[config.mk]
export PLATFORM = sky130hd
export DESIGN_NAME = network_interface_flat
export DESIGN_NICKNAME = d
export VERILOG_FILES = /design/src/rtl/network_interface_if.sv /design/src/rtl/network_interface.sv /design/src/flat_wrapper.sv
export SDC_FILE = /design/constraint.sdc
export NUM_CORES = 1
export LEC_CHECK = 0
export ABC_CLOCK_PERIOD_IN_PS = 2500
export CORE_MARGIN = 2
export CORE_UTILIZATION = 35
export CTS_CLUSTER_SIZE = 10
export DETAILED_ROUTE_END_ITERATION = 6
export PLACE_DENSITY = 0.58
export SYNTH_ARGS = -nofsm -noshare
export SYNTH_HDL_FRONTEND = slang
export SYNTH_SLANG_ARGS = --single-unit
export TNS_END_PERCENT = 1
[constraint.sdc]
create_clock -name clk -period 2.5 [get_ports clk]
set_input_delay 0.25 -clock clk [delete_from_list [all_inputs] [get_ports clk]]
set_output_delay 0.25 -clock clk [all_outputs]
set_load 0.03 [all_outputs]
[src/rtl/network_interface_if.sv]
// Processor/router-facing bundle for one network interface node.
// Latency: n/a (signal grouping only).
// Backpressure: TX toward router is valid/ready (noc_ready); RX from router has none.
interface network_interface_if;
    // Processor TX side
    logic       tx_start;
    logic [1:0] tx_dest;
    logic [2:0] tx_len;
    logic [5:0] tx_data;
    logic       tx_data_valid;
    logic       tx_data_ready;
    logic       tx_busy;
    // Router NI input
    logic [7:0] flit_out;
    logic       flit_out_valid;
    logic       noc_ready;
    // Router NI output
    logic [7:0] rx_flit;
    logic       rx_flit_valid;
    // Processor RX side
    logic [5:0] rx_data;
    logic       rx_data_valid;
    logic       rx_pkt_done;
    logic       rx_err;

    // Environment side: processor plus router
    modport master (
        output tx_start, tx_dest, tx_len, tx_data, tx_data_valid, noc_ready,
               rx_flit, rx_flit_valid,
        input  tx_data_ready, tx_busy, flit_out, flit_out_valid,
               rx_data, rx_data_valid, rx_pkt_done, rx_err
    );

    // Network interface block itself
    modport slave (
        input  tx_start, tx_dest, tx_len, tx_data, tx_data_valid, noc_ready,
               rx_flit, rx_flit_valid,
        output tx_data_ready, tx_busy, flit_out, flit_out_valid,
               rx_data, rx_data_valid, rx_pkt_done, rx_err
    );
endinterface

[src/rtl/network_interface.sv]
// Packetizes 6-bit payload words into head/body/tail flits and depacketizes received flits.
// Latency: head flit one cycle after tx_start; RX outputs one cycle after the flit.
// Backpressure: flit_out held stable while noc_ready low, which also drops tx_data_ready; RX never stalls.
module network_interface #(
    parameter logic [1:0] NODE_ID = 2'd0
) (
    input  logic               clk,
    input  logic               rst,
    network_interface_if.slave ni
);

    localparam logic [1:0] FT_IDLE = 2'b00;
    localparam logic [1:0] FT_HEAD = 2'b01;
    localparam logic [1:0] FT_BODY = 2'b10;
    localparam logic [1:0] FT_TAIL = 2'b11;

    typedef enum logic [1:0] {TX_IDLE, TX_BODY, TX_TAIL} tx_state_t;
    typedef enum logic       {RX_WAIT_HEAD, RX_RECV}     rx_state_t;

    // ---------------- TX path ----------------
    tx_state_t  tx_state_q, tx_state_d;
    logic [2:0] tx_len_q,   tx_len_d;
    logic [2:0] tx_cnt_q,   tx_cnt_d;
    logic [5:0] tx_chk_q,   tx_chk_d;
    logic [7:0] flit_q,     flit_d;
    logic       flit_vld_q, flit_vld_d;
    logic       can_load;
    logic       tx_busy;
    logic       tx_rdy;

    // The output register may take a new flit when empty or draining this cycle
    assign can_load = !flit_vld_q || ni.noc_ready;
    assign tx_busy  = (tx_state_q != TX_IDLE) || flit_vld_q;

    // TX next state: an unloaded output register drains to zero/invalid
    always_comb begin
        tx_state_d = tx_state_q;
        tx_len_d   = tx_len_q;
        tx_cnt_d   = tx_cnt_q;
        tx_chk_d   = tx_chk_q;
        flit_d     = flit_q;
        flit_vld_d = flit_vld_q;
        tx_rdy     = 1'b0;
        if (can_load) begin
            flit_d     = '0;
            flit_vld_d = 1'b0;
        end
        case (tx_state_q)
            TX_IDLE: begin
                if (ni.tx_start && can_load && !tx_busy) begin
                    tx_len_d   = ni.tx_len;
                    tx_cnt_d   = '0;
                    tx_chk_d   = '0;
                    flit_d     = {FT_HEAD, ni.tx_dest, ni.tx_len, 1'b0};
                    flit_vld_d = 1'b1;
                    tx_state_d = (ni.tx_len != 3'd0) ? TX_BODY : TX_TAIL;
                end
            end
            TX_BODY: begin
                tx_rdy = can_load;
                if (ni.tx_data_valid && can_load) begin
                    flit_d     = {FT_BODY, ni.tx_data};
                    flit_vld_d = 1'b1;
                    tx_chk_d   = tx_chk_q ^ ni.tx_data;
                    tx_cnt_d   = tx_cnt_q + 3'd1;
                    if (tx_cnt_q + 3'd1 == tx_len_q) begin
                        tx_state_d = TX_TAIL;
                    end
                end
            end
            TX_TAIL: begin
                if (can_load) begin
                    flit_d     = {FT_TAIL, tx_chk_q};
                    flit_vld_d = 1'b1;
                    tx_state_d = TX_IDLE;
                end
            end
            default: tx_state_d = TX_IDLE;
        endcase
    end

    // TX state register; reset abandons any packet in flight without a tail
    always_ff @(posedge clk or negedge rst) begin
        if (!rst) begin
            tx_state_q <= TX_IDLE;
            tx_len_q   <= '0;
            tx_cnt_q   <= '0;
            tx_chk_q   <= '0;
            flit_q     <= '0;
            flit_vld_q <= 1'b0;
        end else begin
            tx_state_q <= tx_state_d;
            tx_len_q   <= tx_len_d;
            tx_cnt_q   <= tx_cnt_d;
            tx_chk_q   <= tx_chk_d;
            flit_q     <= flit_d;
            flit_vld_q <= flit_vld_d;
        end
    end

    assign ni.flit_out       = flit_q;
    assign ni.flit_out_valid = flit_vld_q;
    assign ni.tx_busy        = tx_busy;
    assign ni.tx_data_ready  = tx_rdy;

    // ---------------- RX path ----------------
    rx_state_t  rx_state_q, rx_state_d;
    logic [2:0] rx_len_q,   rx_len_d;
    logic [2:0] rx_cnt_q,   rx_cnt_d;
    logic [5:0] rx_chk_q,   rx_chk_d;
    logic [5:0] rx_data_q,  rx_data_d;
    logic       rx_dv_q,    rx_dv_d;
    logic       rx_done_q,  rx_done_d;
    logic       rx_err_q,   rx_err_d;
    logic [1:0] rx_type;
    logic [5:0] rx_pay;
    logic [1:0] rx_hdest;
    logic [2:0] rx_hlen;

    assign rx_type  = ni.rx_flit[7:6];
    assign rx_pay   = ni.rx_flit[5:0];
    assign rx_hdest = ni.rx_flit[5:4];
    assign rx_hlen  = ni.rx_flit[3:1];

    // RX next state: pulses default low, rx_data holds; a head mid-packet flags and restarts
    always_comb begin
        rx_state_d = rx_state_q;
        rx_len_d   = rx_len_q;
        rx_cnt_d   = rx_cnt_q;
        rx_chk_d   = rx_chk_q;
        rx_data_d  = rx_data_q;
        rx_dv_d    = 1'b0;
        rx_done_d  = 1'b0;
        rx_err_d   = 1'b0;
        if (ni.rx_flit_valid && rx_type != FT_IDLE) begin
            case (rx_state_q)
                RX_WAIT_HEAD: begin
                    if (rx_type == FT_HEAD && rx_hdest == NODE_ID) begin
                        rx_len_d   = rx_hlen;
                        rx_cnt_d   = '0;
                        rx_chk_d   = '0;
                        rx_state_d = RX_RECV;
                    end else begin
                        rx_err_d = 1'b1;
                    end
                end
                RX_RECV: begin
                    case (rx_type)
                        FT_BODY: begin
                            if (rx_cnt_q < rx_len_q) begin
                                rx_data_d = rx_pay;
                                rx_dv_d   = 1'b1;
                                rx_chk_d  = rx_chk_q ^ rx_pay;
                                rx_cnt_d  = rx_cnt_q + 3'd1;
                            end else begin
                                rx_err_d   = 1'b1;
                                rx_state_d = RX_WAIT_HEAD;
                            end
                        end
                        FT_TAIL: begin
                            if (rx_cnt_q == rx_len_q && rx_pay == rx_chk_q) begin
                                rx_done_d = 1'b1;
                            end else begin
                                rx_err_d = 1'b1;
                            end
                            rx_state_d = RX_WAIT_HEAD;
                        end
                        default: begin
                            rx_err_d = 1'b1;
                            if (rx_hdest == NODE_ID) begin
                                rx_len_d   = rx_hlen;
                                rx_cnt_d   = '0;
                                rx_chk_d   = '0;
                                rx_state_d = RX_RECV;
                            end else begin
                                rx_state_d = RX_WAIT_HEAD;
                            end
                        end
                    endcase
                end
                default: rx_state_d = RX_WAIT_HEAD;
            endcase
        end
    end

    // RX state and registered outputs
    always_ff @(posedge clk or negedge rst) begin
        if (!rst) begin
            rx_state_q <= RX_WAIT_HEAD;
            rx_len_q   <= '0;
            rx_cnt_q   <= '0;
            rx_chk_q   <= '0;
            rx_data_q  <= '0;
            rx_dv_q    <= 1'b0;
            rx_done_q  <= 1'b0;
            rx_err_q   <= 1'b0;
        end else begin
            rx_state_q <= rx_state_d;
            rx_len_q   <= rx_len_d;
            rx_cnt_q   <= rx_cnt_d;
            rx_chk_q   <= rx_chk_d;
            rx_data_q  <= rx_data_d;
            rx_dv_q    <= rx_dv_d;
            rx_done_q  <= rx_done_d;
            rx_err_q   <= rx_err_d;
        end
    end

    assign ni.rx_data       = rx_data_q;
    assign ni.rx_data_valid = rx_dv_q;
    assign ni.rx_pkt_done   = rx_done_q;
    assign ni.rx_err        = rx_err_q;

endmodule

[src/flat_wrapper.sv]
// flat-port wrapper written by rule: the top's interface ports become plain ports
module network_interface_flat 
#(
    parameter logic [1:0] NODE_ID = 2'd0
)
  (clk, rst, ni_tx_start, ni_tx_dest, ni_tx_len, ni_tx_data, ni_tx_data_valid, ni_noc_ready, ni_rx_flit, ni_rx_flit_valid, ni_tx_data_ready, ni_tx_busy, ni_flit_out, ni_flit_out_valid, ni_rx_data, ni_rx_data_valid, ni_rx_pkt_done, ni_rx_err);
  network_interface_if ni_i ();
  input  logic clk;
  input  logic rst;
  input wire logic [$bits(ni_i.tx_start)-1:0] ni_tx_start;
  input wire logic [$bits(ni_i.tx_dest)-1:0] ni_tx_dest;
  input wire logic [$bits(ni_i.tx_len)-1:0] ni_tx_len;
  input wire logic [$bits(ni_i.tx_data)-1:0] ni_tx_data;
  input wire logic [$bits(ni_i.tx_data_valid)-1:0] ni_tx_data_valid;
  input wire logic [$bits(ni_i.noc_ready)-1:0] ni_noc_ready;
  input wire logic [$bits(ni_i.rx_flit)-1:0] ni_rx_flit;
  input wire logic [$bits(ni_i.rx_flit_valid)-1:0] ni_rx_flit_valid;
  output wire logic [$bits(ni_i.tx_data_ready)-1:0] ni_tx_data_ready;
  output wire logic [$bits(ni_i.tx_busy)-1:0] ni_tx_busy;
  output wire logic [$bits(ni_i.flit_out)-1:0] ni_flit_out;
  output wire logic [$bits(ni_i.flit_out_valid)-1:0] ni_flit_out_valid;
  output wire logic [$bits(ni_i.rx_data)-1:0] ni_rx_data;
  output wire logic [$bits(ni_i.rx_data_valid)-1:0] ni_rx_data_valid;
  output wire logic [$bits(ni_i.rx_pkt_done)-1:0] ni_rx_pkt_done;
  output wire logic [$bits(ni_i.rx_err)-1:0] ni_rx_err;
  assign ni_i.tx_start = ni_tx_start;
  assign ni_i.tx_dest = ni_tx_dest;
  assign ni_i.tx_len = ni_tx_len;
  assign ni_i.tx_data = ni_tx_data;
  assign ni_i.tx_data_valid = ni_tx_data_valid;
  assign ni_i.noc_ready = ni_noc_ready;
  assign ni_i.rx_flit = ni_rx_flit;
  assign ni_i.rx_flit_valid = ni_rx_flit_valid;
  assign ni_tx_data_ready = ni_i.tx_data_ready;
  assign ni_tx_busy = ni_i.tx_busy;
  assign ni_flit_out = ni_i.flit_out;
  assign ni_flit_out_valid = ni_i.flit_out_valid;
  assign ni_rx_data = ni_i.rx_data;
  assign ni_rx_data_valid = ni_i.rx_data_valid;
  assign ni_rx_pkt_done = ni_i.rx_pkt_done;
  assign ni_rx_err = ni_i.rx_err;
  network_interface #(.NODE_ID(NODE_ID)) u_core (.clk(clk), .rst(rst), .ni(ni_i));
endmodule
After elaboration in Yosys (flattened, before gate mapping). Index checks and enable logic that the tools add are counted. W data, S select, Z words.

Flip-flop bits (word level): 45. Bits of input ports: 25. Word-level logic and storage cells: 116.

Add/sub/neg operators: 2. $lt $le $gt $ge: 1. Equality and inequality tests: 18. Mux-type cells: 55. Bitwise logic cells: 3. Reduce and logical (&&, ||, !) cells: 23.

Operators with widths (number): $pmux W6 S2 (3); $mux W8 (4); $mux W6 (5); $mux W3 (8); $pmux W3 S2 (4); $pmux W8 S3 (1); $mux W1 (19); $reduce_and A4 Y1 (3); $xor A6 B6 Y6 (2); $mux W2 (5); $ne A2 B1 Y1 const B (5); $pmux W1 S2 (4); $add A3 B1 Y3 const B (2); $eq A2 B2 Y1 const B (3); $eq A3 B3 Y1 (2); $eq A6 B6 Y1 (1); $logic_and A1 B1 Y1 (6); $ne A2 B2 Y1 const B (3); $ne A3 B3 Y1 const B (2); $pmux W2 S3 (1); $reduce_bool A2 Y1 (3); $reduce_and A5 Y1 (1); $eq A2 B1 Y1 const B (2); $logic_not A2 Y1 (2); 9 further kinds (11).

Depth between registers and ports, before layout.
Depth after elaboration: 6. Gate-level depth with buffers: 8.

Worst setup path before layout. OpenSTA, ideal clock, no wires.

Path kind: register to register. Start: register u_core.tx_state_q[0]. End: register u_core.flit_q[1], in the netlist u_core.ni.flit_out[1]. Setup time: 0.120 ns. Arrival time: 1.680 ns. Required time: 2.380 ns. Path slack: 0.700 ns. Cell stages (with the launch flop): 8. Clock period less this slack: 1.800 ns. Path through: dfrtp_1 inv_1 ha_1 nand2b_1 nor2_4 a221oi_2 nand3_1 a31o_1.

Word-level cells in the longest chain between the ends: 6. Elaborated cells on any way between the ends: 9. Those cells by class: eq/ne: 2; mux: 2; reduce/logical: 5.

Ends and longest elaborated chain: from (decl) (line network_interface.sv:21) `tx_state_t tx_state_q, tx_state_d;`; from (signal assigned) (line network_interface.sv:92) `tx_state_q <= tx_state_d;`; $reduce_bool A2 Y1 (line network_interface.sv:33) `assign tx_busy = (tx_state_q != TX_IDLE) || flit_vld_q;`; $logic_or A1 B1 Y1 (line network_interface.sv:33); named net ni_tx_busy (line flat_wrapper.sv:19) `output wire logic [$bits(ni_i.tx_busy)-1:0] ni_tx_busy;`; $logic_not A1 Y1 (line network_interface.sv:50) `if (ni.tx_start && can_load && !tx_busy) begin`; $logic_and A1 B1 Y1 (line network_interface.sv:50); $mux W8 (line network_interface.sv:50); $pmux W8 S3 (line network_interface.sv:48) `case (tx_state_q)`; named net u_core.flit_d[1] (line network_interface.sv:25) `logic [7:0] flit_q, flit_d;`; to (signal assigned) (line network_interface.sv:96) `flit_q <= flit_d;`; to (decl) (line network_interface.sv:25).

The timed path passes the listed nets, and every way through them passes these cells. A chain may end at the register's enable or synchronous reset.

Final worst setup path.
Start: register u_core.tx_state_q[1]. End: output ni_tx_data_ready.

Word-level cells in the longest chain between the ends: 2.

Ends and longest elaborated chain: $eq A2 B1 Y1 (line network_interface.sv:48); $mux W1 (line network_interface.sv:48); to (decl) (line flat_wrapper.sv:18) `output wire logic [$bits(ni_i.tx_data_ready)-1:0] ni_tx_data_ready;`.

Every way passes these cells.

==> key figures <==
Run status
  – Result of the run: finished clean

Timing
  – Worst Setup Slack, final: around 260 ps
  – Fin crit period: 2240 ps
  – Total of endpoints with negative setup slack in the final report: 0
  – Summed negative setup slack over all endpoints: 0 ps
  – Least-Margin Pin Slew: 597 ps
  – Final worst path period share: 0.896
  – Max-slew headroom at the worst pin: 0.602
  – Max Clock Freq: 0.446 GHz
  – Final-report max-slew violation count: 0
  – RSZ-0062 raised after global routing: no
  – Count of endpoints failing hold in the final timing report: 0
  – Layout Skew: 13.4 ps

Pwr
  – Combinational cell fraction of total power: 0.493
  – Sw Ratio: 0.424
  – Clock group share of total power: 0.148
  – Switching power of the nets: between 1 and 1.5 mW
  – Worst IR drop on VDD: approximately 0.31 mV
  – Share of power burned in registers: 0.359
  – Leak: between 1 and 1.5 nW
  – Cell Int Power: 1.85 mW
  – Power density over the cells: 1040 nW/um2

Setup path
  – CP endpoint kind: output pin
  – Buffer and inverter count on the worst path: 3
  – CP max-delay cell: clkdlybuf4s50_1
  – Path type of the worst setup path: reg2out
  – CP Data Required Time: ~2300 ps
  – Setup slack on the worst flop-to-flop path: between 500 and 600 ps
  – Family with the most delay on the worst path: buffers and inverters
  – Largest incremental delay on the critical path: ~670 ps
  – Critical path launch point type: flop
  – Worst-path fanout max: 8
  – Worst endpoint data arrival time: ~2000 ps
  – Ordered list of cells on the worst path: inv_1, ha_1, inv_2, nor2_1, clkdlybuf4s50_1

Global routing
  – Global routing usage on met3: 0.0358
  – Number of global-route vias before repair: approximately 2000
  – Initial antenna violation count: 0
  – First-pass GRT wire length: roughly 9600 um
  – Overflow after GRT: 0
  – Layer with the highest usage after global routing: met2
  – GRT Total Usage: 0.158
  – Met2 GRT Util: 0.265
  – Met1 demand-to-capacity share in global routing: 0.210
  – Largest net degree at the start of global routing: 27

Finish
  – FF+latch area: 1130 um2
  – Number of fill cells in the layout: just under 700
  – Post-route core utilization: 0.454
  – Multi-input combinational cell area: 1250 um2
  – Number of nets in the final layout: 329
  – Layout cell share with drive strength beyond 1: 0.0777
  – Area Growth Syn to Fin: 25.9%
  – N_diodes: 0

Clock tree
  – Max clock buf depth: 2
  – Post-CTS Setup Bufs: 0
  – CTS-repair resized insts: 0
  – Clock H-tree levels: 2
  – Number of sinks driven by the clock tree: 45
  – CTS root buffer: clkbuf_8
  – Cts-stage hold buffer count: 1
  – Latest clock arrival within the worst-skew pair: about 300 ps
  – TritonCTS clock tree: yes
  – Num CTS Buffers: 5
  – Clock-pin slew reported for the worst setup and hold paths after clock tree synthesis: 100 ps

Logic synthesis
  – Synth Warn #: 0
  – Post-synthesis cell area: ~2500 um2
  – Number of distinct standard cells referenced by the synthesized netlist: between 50 and 60
  – Async S/R FF share, synth: 1.00
  – Number of synthesized flops with an enable pin: 0
  – Per-instance average area after synthesis: 9.88 um2
  – Post-synthesis sequential area ratio: 0.459
  – Post-Syn Instances: between 200 and 250
  – Post-synth net total: 282
  – FF+latch count, synth: 45
  – Most used flip-flop cell after synthesis: dfrtp_1

Detailed routing
  – Post-detailed-route DRC marker count: 0
  – Overall via count from detail_route: about 2000
  – Post-DRT Antenna Nets: 0
  – Avg WL per Cell: about 14 um
  – Via density per instance: 5.02
  – DRT Wirelength: 5550 um
  – Initial DRC count: between 80 and 90
  – Detailed-routing iteration count for the pre-antenna-repair pass: 5

Place
  – Number of buffers added on ports: between 40 and 50
  – Global placement routability congestion: approximately 0.8
  – Pre-CTS worst setup slack: approximately 480 ps
  – Final HPWL from detailed placement: slightly above 4000 um

Floorplan
  – Core area: roughly 6800 um2
  – Die W: approximately 88 um
  – Std-Cell Rows: 30
  – Starting density of the core: 0.361
  – Total die area: between 7000 and 8000 um2
  – Die span in y: between 80 and 90 um
  – I/O pin total: 45

Job
  – Maximum capacitance violations: 0

Worst hold path
  – Hold WC Path Type: in2async
## area by class of cell
type / count / area share
well taps: 96 / 0.0389
repair buffers: 47 / 0.149
multi-input cells: 187 / 0.406
clock buffers: 5 / 0.0223
inverters: 9 / 0.0109
clock inverters: 3 / 0.00811
flip-flops and latches: 45 / 0.365
## per-layer routing
metal / share of wire / wire [um] / up-vias
met1: 0.47 / 2580 / 934
met5: 0 / 0 / -
met2: 0.47 / 2630 / 59
met4: 0.0076 / 42 / 0
li1: - / - / 970
met3: 0.053 / 292 / 4
## kinds of logic after synthesis
family	count (synthesis)	share of synthesized area
simple gates	96	0.192
compound gates	51	0.150
flops	45	0.459
xor+xnor	16	0.0572
buf+inv	16	0.0296
mux	15	0.0659
fa+ha+maj	9	0.0459
## worst register-to-register path: stages, from the launching register on
cell and delay (ps):
dfrtp_1 420, ha_1 310, nor2b_1 150, o21a_2 260, nor2_4 150, nand2_2 180, mux2_1 350
## stage by stage
step	cells	power (mW)	hold slack, ps	cell area, um2
after floorplan	248	2.27	-45.6	2450
after global routing	392	3.47	518	3090
final	392	3.20	474	3090
after detailed placement	383	2.75	294	2980
after CTS	392	3.24	488	3090
after global placement	383	2.73	294	2980
## layout by cell type (no fill, tap or decap), types with 9 or more instances in the layout
master / n
nand3_1: 9
xnor2_1: 9
clkdlybuf4s50_1: 43
ha_1: 9
nor2_1: 16
nor3_1: 9
mux2_1: 9
nand2_1: 37
o21ai_1: 17
dfrtp_1: 45
## power by group through the flow
stage | sequential, mW | combinational, mW | clock, mW
after floorplan | 1.29 | 0.986 | 0
after global placement | 1.16 | 1.57 | 0
after detailed placement | 1.16 | 1.59 | 0
after CTS | 1.15 | 1.59 | 0.498
after global routing | 1.18 | 1.77 | 0.526
final | 1.15 | 1.58 | 0.475
## synthesized netlist by cell type (2+ instances only)
library cell / count / share of area
dfrtp_1: 45 / 0.46
nand2_1: 37 / 0.057
o21ai_1: 17 / 0.035
nor2_1: 16 / 0.025
ha_1: 9 / 0.046
mux2_1: 9 / 0.041
nand3_1: 9 / 0.018
nor3_1: 9 / 0.018
xnor2_1: 9 / 0.032
inv_1: 7 / 0.011
nand2b_1: 7 / 0.018
xor2_1: 7 / 0.025
a21oi_1: 6 / 0.012
mux2i_1: 6 / 0.025
a222oi_1: 4 / 0.016
buf_2: 4 / 0.0082
nand4_1: 3 / 0.0077
a21o_1: 2 / 0.0061
a221o_1: 2 / 0.0082
clkbuf_1: 2 / 0.0031
inv_2: 2 / 0.0031
nor2_4: 2 / 0.0092
nor2b_1: 2 / 0.0051
o31ai_1: 2 / 0.0061
## state kept, by name (all words and copies together), names as in the netlist, 2 cells and up
| signal | flops |
|---|---|
| u_core.ni.flit_out | 8 |
| u_core.ni.rx_data | 6 |
| u_core.rx_chk_q | 6 |
| u_core.rx_cnt_q | 3 |
| u_core.rx_len_q | 3 |
| u_core.tx_chk_q | 6 |
| u_core.tx_cnt_q | 3 |
| u_core.tx_len_q | 3 |
| u_core.tx_state_q | 2 |
## worst paths after layout
kind | from | cells after the start | end
setup / recovery | u_core.tx_state_q[1]$_DFFE_PN0P_ | 5 | ni_tx_data_ready
hold / removal | rst | 2 | u_core.ni.flit_out[1]$_DFF_PN0_
setup reg to reg | u_core.rx_cnt_q[1]$_DFFE_PN0P_ | 6 | u_core.ni.rx_data[3]$_DFFE_PN0P_
hold reg to reg | u_core.ni.flit_out[3]$_DFF_PN0_ | 2 | u_core.ni.flit_out[3]$_DFF_PN0_
max in group asynchronous | rst | 3 | u_core.ni.rx_pkt_done$_DFF_PN0_
min in group clk | u_core.ni.flit_out[3]$_DFF_PN0_ | 2 | u_core.ni.flit_out[3]$_DFF_PN0_
Power figures use the tool's default switching activity.
